<file path="config.mk">
export PLATFORM = sky130hd
export DESIGN_NAME = sm83_alu_flags_ctl_flat
export DESIGN_NICKNAME = d
export VERILOG_FILES = /design/src/rtl/sm83_pkg.sv /design/src/rtl/sm83_alu_flags_ctl_if.sv /design/src/rtl/sm83_alu_flags_decode.sv /design/src/rtl/sm83_alu_flags_ctl.sv /design/src/flat_wrapper.sv
export SDC_FILE = /design/constraint.sdc
export NUM_CORES = 1
export LEC_CHECK = 0
export CORE_UTILIZATION = 45
export DETAILED_ROUTE_END_ITERATION = 10
export PLACE_DENSITY = 0.76
export SYNTH_ARGS = -nofsm -noshare
export SYNTH_HDL_FRONTEND = slang
export SYNTH_SLANG_ARGS = --single-unit
export TNS_END_PERCENT = 100
</file>
<file path="constraint.sdc">
create_clock -name clk -period 1.72 [get_ports clk]
set_input_delay 0.516 -clock clk [delete_from_list [all_inputs] [get_ports clk]]
set_output_delay 0.516 -clock clk [all_outputs]
set_load 0.005 [all_outputs]
</file>
<file path="src/rtl/sm83_pkg.sv">
// Shared types for the SM83 flag-update sequencer: op codes, step selector,
// FSM state and the packed strobe bundle driven into the flag register unit.
package sm83_pkg;

   localparam int FLAGS_OP_W = 4;

   typedef enum logic [FLAGS_OP_W-1:0] {
      OP_NOP    = 4'd0,
      OP_ADD    = 4'd1,
      OP_SUB    = 4'd2,
      OP_AND    = 4'd3,
      OP_LOGIC  = 4'd4,
      OP_INC    = 4'd5,
      OP_DEC    = 4'd6,
      OP_ROT    = 4'd7,
      OP_POPAF  = 4'd8,
      OP_ADD16  = 4'd9,
      OP_ADDSP  = 4'd10,
      OP_ZERO16 = 4'd11,
      OP_DAA    = 4'd12
   } flags_op_t;

   typedef enum logic {
      STEP0 = 1'b0,
      STEP1 = 1'b1
   } step_t;

   typedef enum logic [1:0] {
      ST_IDLE = 2'd0,
      ST_S0   = 2'd1,
      ST_S1   = 2'd2
   } flags_state_t;

   // Field order is MSB first; flags_bus is bit 14, sec_carry_daa is bit 0.
   typedef struct packed {
      logic flags_bus;
      logic flags_alu;
      logic zero_we;
      logic zero_clr;
      logic zero_loop;
      logic half_carry_we;
      logic half_carry_set;
      logic daa_carry_we;
      logic neg_we;
      logic neg_set;
      logic neg_clr;
      logic carry_we;
      logic sec_carry_we;
      logic sec_carry_sh;
      logic sec_carry_daa;
   } flags_strobe_t;

   function automatic logic op_two_step(input flags_op_t op);
      return op inside {OP_ADD16, OP_ADDSP, OP_ZERO16, OP_DAA};
   endfunction

endpackage

</file>
<file path="src/rtl/sm83_alu_flags_ctl_if.sv">
// Decoder-to-sequencer handshake: one flag-update op per valid/ready transfer.
interface sm83_alu_flags_ctl_if;
   import sm83_pkg::*;

   logic      op_valid;
   logic      op_ready;
   flags_op_t op;
   logic      cancel;
   logic      busy;
   logic      done;

   modport master (
      output op_valid, op, cancel,
      input  op_ready, busy, done
   );

   modport slave (
      input  op_valid, op, cancel,
      output op_ready, busy, done
   );

endinterface

</file>
<file path="src/rtl/sm83_alu_flags_decode.sv">
// Combinational map from (step, op) to the flag-unit strobe bundle.
module sm83_alu_flags_decode
   import sm83_pkg::*;
(
   input  step_t         step,
   input  flags_op_t     op,
   output flags_strobe_t strobe
);

   always_comb begin
      strobe = '0;
      case (op)
         OP_ADD, OP_SUB, OP_LOGIC: begin
            if (step == STEP0) begin
               strobe.flags_alu     = 1'b1;
               strobe.zero_we       = 1'b1;
               strobe.half_carry_we = 1'b1;
               strobe.neg_we        = 1'b1;
               strobe.neg_set       = (op == OP_SUB);
               strobe.neg_clr       = (op != OP_SUB);
               strobe.carry_we      = 1'b1;
            end
         end
         OP_AND: begin
            if (step == STEP0) begin
               strobe.flags_alu      = 1'b1;
               strobe.zero_we        = 1'b1;
               strobe.half_carry_we  = 1'b1;
               strobe.half_carry_set = 1'b1;
               strobe.neg_we         = 1'b1;
               strobe.neg_clr        = 1'b1;
               strobe.carry_we       = 1'b1;
            end
         end
         OP_INC, OP_DEC: begin
            if (step == STEP0) begin
               strobe.flags_alu     = 1'b1;
               strobe.zero_we       = 1'b1;
               strobe.half_carry_we = 1'b1;
               strobe.neg_we        = 1'b1;
               strobe.neg_set       = (op == OP_DEC);
               strobe.neg_clr       = (op == OP_INC);
            end
         end
         OP_ROT: begin
            if (step == STEP0) begin
               strobe.flags_alu     = 1'b1;
               strobe.zero_we       = 1'b1;
               strobe.half_carry_we = 1'b1;
               strobe.neg_we        = 1'b1;
               strobe.neg_clr       = 1'b1;
               strobe.sec_carry_we  = 1'b1;
               strobe.sec_carry_sh  = 1'b1;
            end
         end
         OP_POPAF: begin
            // Whole flag byte comes straight off the data bus.
            if (step == STEP0) begin
               strobe.flags_bus     = 1'b1;
               strobe.zero_we       = 1'b1;
               strobe.half_carry_we = 1'b1;
               strobe.neg_we        = 1'b1;
               strobe.carry_we      = 1'b1;
            end
         end
         OP_ADD16: begin
            strobe.flags_alu = 1'b1;
            strobe.carry_we  = 1'b1;
            if (step == STEP1) begin
               strobe.half_carry_we = 1'b1;
               strobe.neg_we        = 1'b1;
               strobe.neg_clr       = 1'b1;
            end
         end
         OP_ADDSP: begin
            strobe.flags_alu = 1'b1;
            if (step == STEP0) begin
               strobe.zero_we       = 1'b1;
               strobe.zero_clr      = 1'b1;
               strobe.half_carry_we = 1'b1;
               strobe.neg_we        = 1'b1;
               strobe.neg_clr       = 1'b1;
               strobe.carry_we      = 1'b1;
            end else begin
               strobe.sec_carry_we  = 1'b1;
            end
         end
         OP_ZERO16: begin
            strobe.flags_alu = 1'b1;
            strobe.zero_we   = 1'b1;
            strobe.zero_loop = (step == STEP1);
         end
         OP_DAA: begin
            strobe.flags_alu = 1'b1;
            if (step == STEP0) begin
               strobe.daa_carry_we  = 1'b1;
               strobe.sec_carry_we  = 1'b1;
               strobe.sec_carry_daa = 1'b1;
            end else begin
               strobe.zero_we       = 1'b1;
               strobe.half_carry_we = 1'b1;
               strobe.carry_we      = 1'b1;
            end
         end
         default: strobe = '0;
      endcase
   end

endmodule

</file>
<file path="src/rtl/sm83_alu_flags_ctl.sv">
// Flag-update sequencer: accepts one op per handshake and plays its one or
// two strobe steps into the flag register unit from registered outputs.
module sm83_alu_flags_ctl
   import sm83_pkg::*;
#(
   parameter int OP_W = FLAGS_OP_W
) (
   input  logic                 clk,
   input  logic                 reset_n,
   sm83_alu_flags_ctl_if.slave  bus,
   output logic                 flags_bus,
   output logic                 flags_alu,
   output logic                 zero_we,
   output logic                 zero_clr,
   output logic                 zero_loop,
   output logic                 half_carry_we,
   output logic                 half_carry_set,
   output logic                 daa_carry_we,
   output logic                 neg_we,
   output logic                 neg_set,
   output logic                 neg_clr,
   output logic                 carry_we,
   output logic                 sec_carry_we,
   output logic                 sec_carry_sh,
   output logic                 sec_carry_daa
);

   flags_state_t  state_reg;
   logic [OP_W-1:0] op_reg;
   flags_strobe_t strobe_reg;
   logic          done_reg;
   logic          last_reg;

   logic          busy_now;
   logic          cancel_now;
   logic          accept;
   step_t         dec_step;
   flags_op_t     dec_op;
   flags_strobe_t dec_strobe;
   flags_strobe_t strobe_out;

   assign busy_now   = (state_reg != ST_IDLE);
   assign cancel_now = busy_now && bus.cancel;
   assign bus.op_ready = (state_reg == ST_IDLE) || (last_reg && !bus.cancel);
   assign bus.busy   = busy_now;
   assign bus.done   = done_reg && !cancel_now;
   assign accept     = bus.op_valid && bus.op_ready;

   // A new op always enters at step 0; otherwise the only use of the decoder
   // is advancing the latched op to its second step.
   assign dec_step = accept ? STEP0 : STEP1;
   assign dec_op   = accept ? bus.op : flags_op_t'(op_reg);

   sm83_alu_flags_decode u_decode (
      .step   (dec_step),
      .op     (dec_op),
      .strobe (dec_strobe)
   );

   always_ff @(posedge clk or negedge reset_n) begin
      if (!reset_n) begin
         state_reg  <= ST_IDLE;
         op_reg     <= '0;
         strobe_reg <= '0;
         done_reg   <= 1'b0;
         last_reg   <= 1'b0;
      end else if (cancel_now) begin
         state_reg  <= ST_IDLE;
         strobe_reg <= '0;
         done_reg   <= 1'b0;
         last_reg   <= 1'b0;
      end else if (accept) begin
         state_reg  <= ST_S0;
         op_reg     <= bus.op;
         strobe_reg <= dec_strobe;
         done_reg   <= !op_two_step(bus.op);
         last_reg   <= !op_two_step(bus.op);
      end else if (state_reg == ST_S0 && !last_reg) begin
         state_reg  <= ST_S1;
         strobe_reg <= dec_strobe;
         done_reg   <= 1'b1;
         last_reg   <= 1'b1;
      end else begin
         state_reg  <= ST_IDLE;
         strobe_reg <= '0;
         done_reg   <= 1'b0;
         last_reg   <= 1'b0;
      end
   end

   // Cancel has to kill the step already sitting in the output register.
   assign strobe_out = cancel_now ? '0 : strobe_reg;

   assign flags_bus      = strobe_out.flags_bus;
   assign flags_alu      = strobe_out.flags_alu;
   assign zero_we        = strobe_out.zero_we;
   assign zero_clr       = strobe_out.zero_clr;
   assign zero_loop      = strobe_out.zero_loop;
   assign half_carry_we  = strobe_out.half_carry_we;
   assign half_carry_set = strobe_out.half_carry_set;
   assign daa_carry_we   = strobe_out.daa_carry_we;
   assign neg_we         = strobe_out.neg_we;
   assign neg_set        = strobe_out.neg_set;
   assign neg_clr        = strobe_out.neg_clr;
   assign carry_we       = strobe_out.carry_we;
   assign sec_carry_we   = strobe_out.sec_carry_we;
   assign sec_carry_sh   = strobe_out.sec_carry_sh;
   assign sec_carry_daa  = strobe_out.sec_carry_daa;

endmodule

</file>
<file path="src/flat_wrapper.sv">
// flat-port wrapper written by rule: the top's interface ports become plain ports
module sm83_alu_flags_ctl_flat import sm83_pkg::*;
#(
   parameter int OP_W = FLAGS_OP_W
)
  (clk, reset_n, flags_bus, flags_alu, zero_we, zero_clr, zero_loop, half_carry_we, half_carry_set, daa_carry_we, neg_we, neg_set, neg_clr, carry_we, sec_carry_we, sec_carry_sh, sec_carry_daa, bus_op_valid, bus_op, bus_cancel, bus_op_ready, bus_busy, bus_done);
  sm83_alu_flags_ctl_if bus_i ();
  input  logic clk;
  input  logic reset_n;
  output logic flags_bus;
  output logic flags_alu;
  output logic zero_we;
  output logic zero_clr;
  output logic zero_loop;
  output logic half_carry_we;
  output logic half_carry_set;
  output logic daa_carry_we;
  output logic neg_we;
  output logic neg_set;
  output logic neg_clr;
  output logic carry_we;
  output logic sec_carry_we;
  output logic sec_carry_sh;
  output logic sec_carry_daa;
  input wire logic [$bits(bus_i.op_valid)-1:0] bus_op_valid;
  input wire logic [$bits(bus_i.op)-1:0] bus_op;
  input wire logic [$bits(bus_i.cancel)-1:0] bus_cancel;
  output wire logic [$bits(bus_i.op_ready)-1:0] bus_op_ready;
  output wire logic [$bits(bus_i.busy)-1:0] bus_busy;
  output wire logic [$bits(bus_i.done)-1:0] bus_done;
  assign bus_i.op_valid = bus_op_valid;
  assign bus_i.op = bus_op;
  assign bus_i.cancel = bus_cancel;
  assign bus_op_ready = bus_i.op_ready;
  assign bus_busy = bus_i.busy;
  assign bus_done = bus_i.done;
  sm83_alu_flags_ctl #(.OP_W(OP_W)) u_core (.clk(clk), .reset_n(reset_n), .bus(bus_i), .flags_bus(flags_bus), .flags_alu(flags_alu), .zero_we(zero_we), .zero_clr(zero_clr), .zero_loop(zero_loop), .half_carry_we(half_carry_we), .half_carry_set(half_carry_set), .daa_carry_we(daa_carry_we), .neg_we(neg_we), .neg_set(neg_set), .neg_clr(neg_clr), .carry_we(carry_we), .sec_carry_we(sec_carry_we), .sec_carry_sh(sec_carry_sh), .sec_carry_daa(sec_carry_daa));
endmodule
</file>
; ---- Yosys cells after proc, flatten, opt, wreduce, memory -nomap -nowiden
; Cells that the tools add are included.
[op_classes]
eq_ne = 18
mux = 30
reduce_logical = 21
[op_table]
columns = op, count
row1 = 2-to-1 mux 15 bit, 4
row2 = equality test 4 bit (second input constant), 9
row3 = equality test 4 x 3 -> 1 bit (second input constant), 4
row4 = one-hot mux 1 bit (5 select lines), 3
row5 = 2-to-1 mux 1 bit, 11
row6 = equality test 4 x 2 -> 1 bit (second input constant), 2
row7 = 2-to-1 mux 2 bit, 4
row8 = 2-to-1 mux 4 bit, 2
row9 = OR reduction 4 bit, 2
row10 = OR reduction 8 bit, 1
row11 = OR reduction 7 bit, 1
row12 = one-hot mux 1 bit (3 select lines), 2
row13 = OR reduction 2 bit, 3
row14 = logical AND 1 bit, 5
row15 = equality test 4 x 1 -> 1 bit (second input constant), 1
row16 = zero test 1 bit, 4
row17 = != test 4 x 2 -> 1 bit (second input constant), 1
row18 = one-hot mux 1 bit (2 select lines), 2
row19 = one-hot mux 1 bit (4 select lines), 1
row20 = nonzero test 4 bit, 1
row21 = 2-to-1 mux 3 bit, 1
row22 = OR reduction 3 bit, 1
row23 = equality test 2 x 1 -> 1 bit (second input constant), 1
row24 = zero test 2 bit, 1
row25 = 2 further kinds, 2
[word_totals]
ff_bits = 22
input_bits = 8
out_inout_bits = 18
word_cells = 87

; ---- Logic depth before layout (Yosys ltp)
[depth]
word_depth = 11
ltp_mapped = 5
depth_no_buf = 5

; ---- Hierarchy
; Synthesis repeated with hierarchy kept, for this count alone.
[hier_totals]
hier_cells = 132
area_unflattened_um2 = 1303.8
[modules_own_cells]
columns = module, instances, cells_per_inst, area_each_um2, seq_area_each_um2
row1 = sm83_alu_flags_ctl, 1, 78, 974.7, 550.5
row2 = sm83_alu_flags_decode, 1, 54, 329.1, 0.0

; ---- Least setup slack after synthesis
; Ideal clock, no wire load.
[synth_path]
path_kind = register to output
start = register u_core.state_reg[1]
end = output port carry_we
t_arrival_ps = 1065
required_time_ps = 1204
setup_slack_ps = 139
path_stages_with_launch = 6
path_buffers = 1
path_cell_list = dfrtp_1 > nor2_1 > inv_1 > nand2_1 > clkbuf_1 > and2_1
[synth_between]
elab_chain_cells = 3
[synth_rtl]
columns = element, line_no
row1 = from (decl), sm83_alu_flags_ctl.sv:28  ; flags_state_t state_reg;
row2 = from (signal assigned), sm83_alu_flags_ctl.sv:62  ; state_reg <= ST_IDLE;
row3 = from (signal assigned), sm83_alu_flags_ctl.sv:68  ; state_reg <= ST_IDLE;
row4 = from (signal assigned), sm83_alu_flags_ctl.sv:73  ; state_reg <= ST_S0;
row5 = nonzero test 2 bit, sm83_alu_flags_ctl.sv:42  ; assign busy_now = (state_reg != ST_IDLE);
row6 = net bus_busy, flat_wrapper.sv:29  ; output wire logic [$bits(bus_i.busy)-1:0] bus_busy;
row7 = logical AND 1 bit, sm83_alu_flags_ctl.sv:43  ; assign cancel_now = busy_now && bus.cancel;
row8 = 2-to-1 mux 15 bit, sm83_alu_flags_ctl.sv:92  ; assign strobe_out = cancel_now ? '0 : strobe_reg;
row9 = to (decl), flat_wrapper.sv:21  ; output logic carry_we;
; The timed path passes the listed nets, and every way through them passes these cells.

; ---- Worst setup path after layout
[layout_path]
start = register u_core.state_reg[0]
end = output port sec_carry_we
[layout_between]
elab_chain_cells = 3
[layout_rtl]
columns = element, line_no
row1 = nonzero test 2 bit, sm83_alu_flags_ctl.sv:42
row2 = logical AND 1 bit, sm83_alu_flags_ctl.sv:43
row3 = 2-to-1 mux 15 bit, sm83_alu_flags_ctl.sv:92
row4 = to (decl), flat_wrapper.sv:22  ; output logic sec_carry_we;
; Every way passes these cells.

==> results.toml <==
[run]
drv_cap = 0

[floorplanning]
dieArea_sq_um = 2520
rows = 17
initial_core_util = 0.476
num_io_pins = 26
die_height_um = 50.2
coreArea_sq_um = 2190
die_w_um = 50.2

[synthesis]
synth.most_common_cell = "dfrtp_1"
synth_top_family_by_area = "simple AND/OR/NAND/NOR gates"
synth_compound_area_frac = 0.114
async_flop_share = 1.00
yosysTopAreaCellShare = 0.504
syn-num-nets = 121
synth.avg_cell_area_sq_um = 9.23
synth_fa_ha_area_frac = 0
muxShareOfSynthArea = 0
ys_types = 32
yosysSeqAreaShare = 0.504
synth.area.top_cells = "dfrtp_1, and2_1, nand2_1"
netlist_instances = 113
synth_enable_flop_cells = 0
synth_xor_area_frac = 0.0168
synth_area_sq_um = 1040
synthTopCellsByCount = "dfrtp_1, nand2_1, and2_1, clkbuf_1, o21ai_0"
synth_simple_gate_area_frac = 0.312
ys_ff_latch = 21
ys_warn_count = 0
synth_top_cell_by_area = "dfrtp_1"
dominantRegCellSynth = "dfrtp_1"

[clock_tree]
clk_latency_ns = 0.30
cts_hold_buf = 0
cts.sinks = 21
clock_path_buffers = 2
root_buffer = "clkbuf_4"
cts.clk_slew.worst_paths_ns = 0.11
htreeDepth = 1
cts_tree = "done"
cts_buffers = 3

[critical_path]
critPathLaunchType = "flip-flop"
critPathKind = "reg2out"
arrival_ns = 1.42
reg2reg_depth = 5
critPathCaptureType = "output pin"
crit_fanout = 6
r2r_end = "u_core.strobe_reg[12]"
r2r_setup_slack_ns = 0.14
rr_startpoint = "u_core.state_reg[1]"
worstPathRequired_ns = 1.20

[layout]
area_delta_synth_final_pct = 48.4
n_antenna_cell = 0
final_util = 0.707
largest_reg_flops = 14
nNetsFinal = 170
drive_above_1_share = 0.435
fin_cells = 189
final_area_sq_um = 1550

[global_routing]
grt_pass1_wl_mm = 3.92
track_usage = 0.210
first_global_vias = 899
antenna_found_initial = 0
overflow = 0
grt_max_degree = 22

[sta]
finalCriticalPeriod_ns = 1.93
finalCritPeriodShare = 1.12
relSlewSlack = 0.751
report.final.hold_viol_count = 0
finalClockSkew_ns = 0.00803
rsz0062_at_grt = "yes"
slew_viol_final = 0
setup_viol = 17
fin_ws_ns = -0.214
fin_hold_ws_ns = 0.544
tightest_slew_ns = 0.370
max_freq_mhz = 517

[pwr]
power.total_mw = 1.15
p_leak_nw = 0.791
power_density_nw_per_um2 = 745
ir_worst_vdd_mv = 0.434

[place]
hpwl_mm = 1.67
dp_cells = 178
gp_congestion = 0.807
place_area_sq_um = 1450
portBuffers = 25

[drt]
ant_nets = 0
wl_per_cell_um = 13.0
drt_iter0_markers = 35
wl_mm = 2.45
drt_pass1_iterations = 4
remaining_drc_errors = 0
vias = 968
via_per_inst = 5.12

[run_status]
violations = "negative setup slack"
status = "complete, but fails checks"

[hold_path]
hold_class = "in2async"
[layer usage]
metal	global-route usage	up-vias	routed length (um)
met4	0.0905	0	24
met5	0	-	0
met2	0.387	36	1360
met1	0.252	452	929
li1	-	476	-
met3	0.00909	4	136
[worst max path at each step]
stage | from | to | slack (ns) | depth (start not counted)
after detailed placement | bus_cancel | daa_carry_we | -0.68 | 4
after CTS | u_core.state_reg[0] | flags_alu | -0.18 | 7
after floorplan | u_core.state_reg[1] | carry_we | 0.14 | 5
final | u_core.state_reg[0] | sec_carry_we | -0.21 | 7
after global routing | u_core.state_reg[0] | sec_carry_we | -0.29 | 7
after global placement | bus_cancel | daa_carry_we | -0.64 | 4
[metrics by stage]
stage	setup slack [ns]	setup TNS (ns)
6_report	-0.214	-2.27
3_3_place_gp	-0.642	-14.38
2_1_floorplan	0.139	0
5_1_grt	-0.294	-3.54
4_1_cts	-0.184	-1.70
3_5_place_dp	-0.677	-15.49
[area by class of cell]
class / count / area (sq um)
Fill cell: 172 / 642
Sequential cell: 21 / 526
Multi-Input combinational cell: 79 / 510
Timing Repair Buffer: 51 / 428
Tap cell: 28 / 35.0
Clock buffer: 3 / 22.5
Inverter: 6 / 22.5
Clock inverter: 1 / 5.00
[where the power goes]
group	leakage [nW]	internal (mW)	total (mW)	switching, mW
sequential	0.278	0.540	0.580	0.0406
combinational	0.495	0.179	0.346	0.167
clock	0.0177	0.0867	0.228	0.142
total	0.791	0.805	1.15	0.349
[critical path: stages (launching register included)]
cell and delay [ns]:
dfrtp_1 0.41, nor2_2 0.14, inv_2 0.08, buf_6 0.13, nand2_4 0.06, buf_6 0.09, and2_4 0.12, buf_6 0.08
[logic make-up (layout without fill, tap and decap cells)]
group	Yosys count	in the layout
xor+xnor	2	2
compound gates	19	19
buf+inv	14	61
simple gates	57	58
flops	21	21
[timing repair]
item,in CTS,in global routing
pin swaps,14,4
setup buffers,5,1
cloned,1,0
resized for setup,95,7
setup endpoints to repair,25,22
[cells in the final DEF (no fill, tap or decap), types with 2 or more instances in the layout]
cell	n
clkbuf_4	3
buf_2	8
nor2_1	3
nand2_1	14
nor3_1	3
nand3_1	5
or3_1	2
nand4_1	2
nand2_4	2
buf_6	13
nor2b_1	2
buf_4	22
a21oi_1	2
inv_2	2
o21ai_2	2
and2_1	6
o21ai_1	2
o21ai_0	5
clkdlybuf4s50_1	6
o22ai_1	2
and2_4	8
inv_1	4
dfrtp_1	21
nand2b_1	2
nor4_1	3
No activity file was read; power rests on OpenSTA's default activity.
==> patch 1: new RTL, config.mk and constraints unchanged <==
The 3 states of `flags_state_t` get a one-hot encoding in 3 bits.
--- a/src/rtl/sm83_pkg.sv
+++ b/src/rtl/sm83_pkg.sv
@@ -25,10 +25,10 @@
       STEP1 = 1'b1
    } step_t;
 
-   typedef enum logic [1:0] {
-      ST_IDLE = 2'd0,
-      ST_S0   = 2'd1,
-      ST_S1   = 2'd2
+   typedef enum logic [2:0] {
+      ST_IDLE = 3'b001,
+      ST_S0   = 3'b010,
+      ST_S1   = 3'b100
    } flags_state_t;
 
    // Field order is MSB first; flags_bus is bit 14, sec_carry_daa is bit 0.
Formal check against the unedited RTL: same outputs for any inputs over 10 cycles, from zero or initial values and one cycle with reset_n low; not proved beyond that.
==> patch 1 against the original RTL <==
The flow still finishes with violations (negative setup slack). Fmax is 10% lower. Sequential cell count is 1 higher. Routed wire length is 18% higher. Setup slack worse by 220 ps. Highest routed layer unchanged. Count of clock-buffer cells in the layout is 1 higher. Cell area is 11% higher. Synthesized area is 8.6% higher.
Power is not compared: it rests on default switching activity, and its combinational part moved more than twofold at a synthesized area within 25%.
==> patch 1: results <==
set metrics [dict create \
    grt_use_total_pct 22.6 \
    grt_pass1_wl_mm 4.42 \
    cts_resized 96 \
    drtIter0Drc 36 \
    arrival_ps 1630 \
    wire_per_inst_um 14.7 \
    synth_area_per_cell_um2 9.53 \
    drive_gt1_share_pct 46.2 \
    outcome "finished, violations left" \
    whs_ps 535 \
    r2r_setup_slack_ps 70 \
    final.setup.worst_slack_ps -429 \
    path_clk_slew_ps 120 \
    grt_max_degree 23 \
    synth_fa_ha_area_share_pct 0 \
    hpwlAfterDp_mm 1.96 \
    startpoint "u_core.state_reg[0]$_DFF_PN1_" \
    tightestPinTransition_ps 449 \
    post_cts_buffers 6 \
    cp_slowest_cell "dfstp_2" \
    synthMuxAreaShare_pct 0.993 \
    clockRootBuffer "clkbuf_4" \
    ys_types 37 \
    gp_congestion 0.814 \
    slowest_delay_ps 550 \
    grt_pass1_vias 1011 \
    leakage_nw 0.821 \
    synthTopCellsByCount "dfrtp_1, nand2_1, and2_1" \
    critical_path.endpoint "half_carry_we" \
    vias_per_cell 5.56 \
    cts_hold_buf 0 \
    path_max_fanout 5 \
    largest_reg_flops 14 \
    yosys.area_share.xor_xnor_pct 1.55 \
    ctsHtreeMaxLevel 1 \
    diodes 0 \
    async_flop_share_pct 100 \
    post-place-ws_ps -637 \
    place_inst 183 \
    finalSetupViolCount 18 \
    violations "negative setup slack" \
    skew_ps 6.60 \
    ys_seq_area_share_pct 48.7 \
    setup_tns_ps -6410 \
    ys_warn_count 0 \
    place_area_um2 1540 \
    synth.area.top_cells "dfrtp_1, and2_1, nand2_1, nor4b_2, dfstp_2" \
    synthesis.nets 127 \
    fillers 159 \
    synth_compound_area_share_pct 13.6 \
    r2r_cells 6 \
    instances_no_fill 197 \
]
==> patch 1: changes by cell type after synthesis, sizes merged, moves of 3 or more <==
| cell | change |
|---|---|
| buf | +4 |
| nand2 | +3 |
| nand3 | -5 |
| o21ai | -4 |
==> patch 1: power by group <==
group / internal [mW] / switching, mW / total, mW
Sequential: 0.606 / 0.112 / 0.718
Combinational: 0.394 / 0.337 / 0.731
Clock: 0.129 / 0.156 / 0.285
Total: 1.13 / 0.605 / 1.73
==> patch 1: final cells by class <==
type	instances	area (um2)	share of cell area (%)
clock buffer	4	36.3	2.12
inverter	4	17.5	1.02
multi-input combinational	84	606	35.3
sequential	22	552	32.2
tap	28	35.0	2.04
timing repair buffer	54	460	26.9
timing repair inverter	1	7.51	0.438
==> patch 1: routing by layer <==
metal  wire length (um)  GRT usage, %  share of wire, %
met5                  0             0                 0
met4                 80          10.5               2.8
met3                151          2.32               5.2
met2               1540          40.0                53
met1               1120          27.4                39
==> patch 2: new RTL, same settings <==
Made on the original files. Register the output `flags_alu`, cleared by the reset; this adds one clock of latency there. The other outputs are not delayed to match.
--- a/src/rtl/sm83_alu_flags_ctl.sv
+++ b/src/rtl/sm83_alu_flags_ctl.sv
@@ -24,6 +24,8 @@
    output logic                 sec_carry_sh,
    output logic                 sec_carry_daa
 );
+
+   logic flags_alu_d;
 
    flags_state_t  state_reg;
    logic [OP_W-1:0] op_reg;
@@ -92,7 +94,7 @@
    assign strobe_out = cancel_now ? '0 : strobe_reg;
 
    assign flags_bus      = strobe_out.flags_bus;
-   assign flags_alu      = strobe_out.flags_alu;
+   assign flags_alu_d    = strobe_out.flags_alu;
    assign zero_we        = strobe_out.zero_we;
    assign zero_clr       = strobe_out.zero_clr;
    assign zero_loop      = strobe_out.zero_loop;
@@ -107,5 +109,13 @@
    assign sec_carry_sh   = strobe_out.sec_carry_sh;
    assign sec_carry_daa  = strobe_out.sec_carry_daa;
 
+   always_ff @(posedge clk or negedge reset_n) begin
+      if (!reset_n) begin
+         flags_alu <= '0;
+      end else begin
+         flags_alu <= flags_alu_d;
+      end
+   end
+
 endmodule
 
Behaviour: not the same (a bounded check fails within 4 cycles, from zero or initial values and one cycle with reset_n low).
==> patch 2 against the original RTL <==
The run still ends with negative setup slack left. Synthesized area grew 11%. Routed wire length grew 32%. Sequential cell count grew 1. Non-clock buffer count grew 5. Cell area grew 17%. Synthesized cell count grew 11%. Setup slack lost 54 ps.
Power is not compared: it rests on default switching activity, and its combinational part moved more than twofold at a synthesized area within 25%.
==> patch 2: results <==
set metrics [dict create \
    outcome "finished, violations left" \
    violations "negative setup slack" \
    skew_ps 5.67 \
    cp_slowest_cell "dfrtp_1" \
    clockBufferDepth 2 \
    fillers 140 \
    vias 1141 \
    vias_per_cell 5.59 \
    grt_max_degree 23 \
    ys_warn_count 0 \
    diodes 0 \
    grt_use_total_pct 24.8 \
    tightestPinTransition_ps 369 \
    fin_nets 185 \
    wirelength_mm 3.24 \
    hold_path.class "reg -> reg" \
    path_delay_family "simple AND/OR/NAND/NOR gates" \
    synthesis.nets 133 \
    drive_gt1_share_pct 45.5 \
    numCtsBuffers 3 \
    ys_types 41 \
    port_buffers 25 \
    synthTopCellsByCount "dfrtp_1, and2_1, nand2_1" \
    leakage_nw 0.907 \
    grt_pass1_wl_mm 4.84 \
    finalSetupViolCount 20 \
    hpwlAfterDp_mm 1.93 \
    arrival_ps 1470 \
    gp_congestion 0.953 \
    synth_ff_type "dfrtp_1" \
    ys_seq_area_share_pct 47.7 \
    p_int_mw 1.11 \
    synth.area.top_cells "dfrtp_1, and2_1, nand2_1, clkbuf_1, inv_1" \
    setup_tns_ps -3410 \
    path_max_fanout 5 \
    synth_area_per_cell_um2 9.23 \
    drtIter0Drc 22 \
    final.setup.worst_slack_ps -268 \
]
patch 2: cells by family (layout without fill, tap and decap cells):
group	count (synthesis)	count (layout)	synth area share, %
muxes	1	1	0.868
buffers and inverters	19	69	7.16
xor gates and xnor gates	2	2	1.52
and+or+nand+nor	57	58	28.4
AOI/OAI and AO/OA	24	24	14.3
DFF	22	22	47.7
patch 2: layout make-up:
type	count	area, um2	share of cell area, %
Sequential cell	22	551	30.4
Inverter	9	41.3	2.28
Tap cell	28	35.0	1.94
Multi-Input combinational cell	85	637	35.2
Clock buffer	4	36.3	2.01
Timing Repair Buffer	56	508	28.1
patch 2: final timing paths:
kind	start	to	slack, ps	cells past startpoint
max in group asynchronous	reset_n	u_core.strobe_reg[6]$_DFF_PN0_	960	2
min in group asynchronous	reset_n	u_core.done_reg$_DFF_PN0_	530	2
worst max-delay path	u_core.state_reg[0]$_DFF_PN0_	zero_we	-270	6
worst min-delay path	u_core.strobe_reg[13]$_DFF_PN0_	u_core.flags_alu$_DFF_PN0_	480	1
worst min register to register	u_core.strobe_reg[13]$_DFF_PN0_	u_core.flags_alu$_DFF_PN0_	480	1
worst max register to register	u_core.state_reg[1]$_DFF_PN0_	u_core.strobe_reg[2]$_DFF_PN0_	-70	5
patch 2: what timing repair did:
| item | in CTS | in global routing |
|---|---|---|
| resized for setup | 93 | 22 |
| endpoints found under the setup margin | 33 | 22 |
| setup buffers | 7 | 1 |
| cloned | 1 | 1 |
| pin swaps | 14 | 5 |
patch 2: power by group through the flow:
stage	clock network, mW	registers, mW	logic (mW)
6_report	0.288	0.678	0.727
5_1_grt	0.312	0.688	0.785
2_1_floorplan	0	0.635	0.320
3_5_place_dp	0	0.674	0.537
3_3_place_gp	0	0.671	0.519
4_1_cts	0.291	0.667	0.619
patch 2: layer usage:
metal  vias up  routed length (um)  track usage, %
met5         -                   0               0
met4         0                  83            13.2
met3        11                 195            5.22
met2        49                1650            42.2
met1       552                1320            28.8
li1        529                   -               -
patch 2: metrics by stage:
step / setup slack, ps / cell area (um2)
finish: -268 / 1810
global route: -330 / 1810
CTS: -263 / 1690
detailed placement: -737 / 1560
global placement: -670 / 1560
floorplan: -158 / 1160
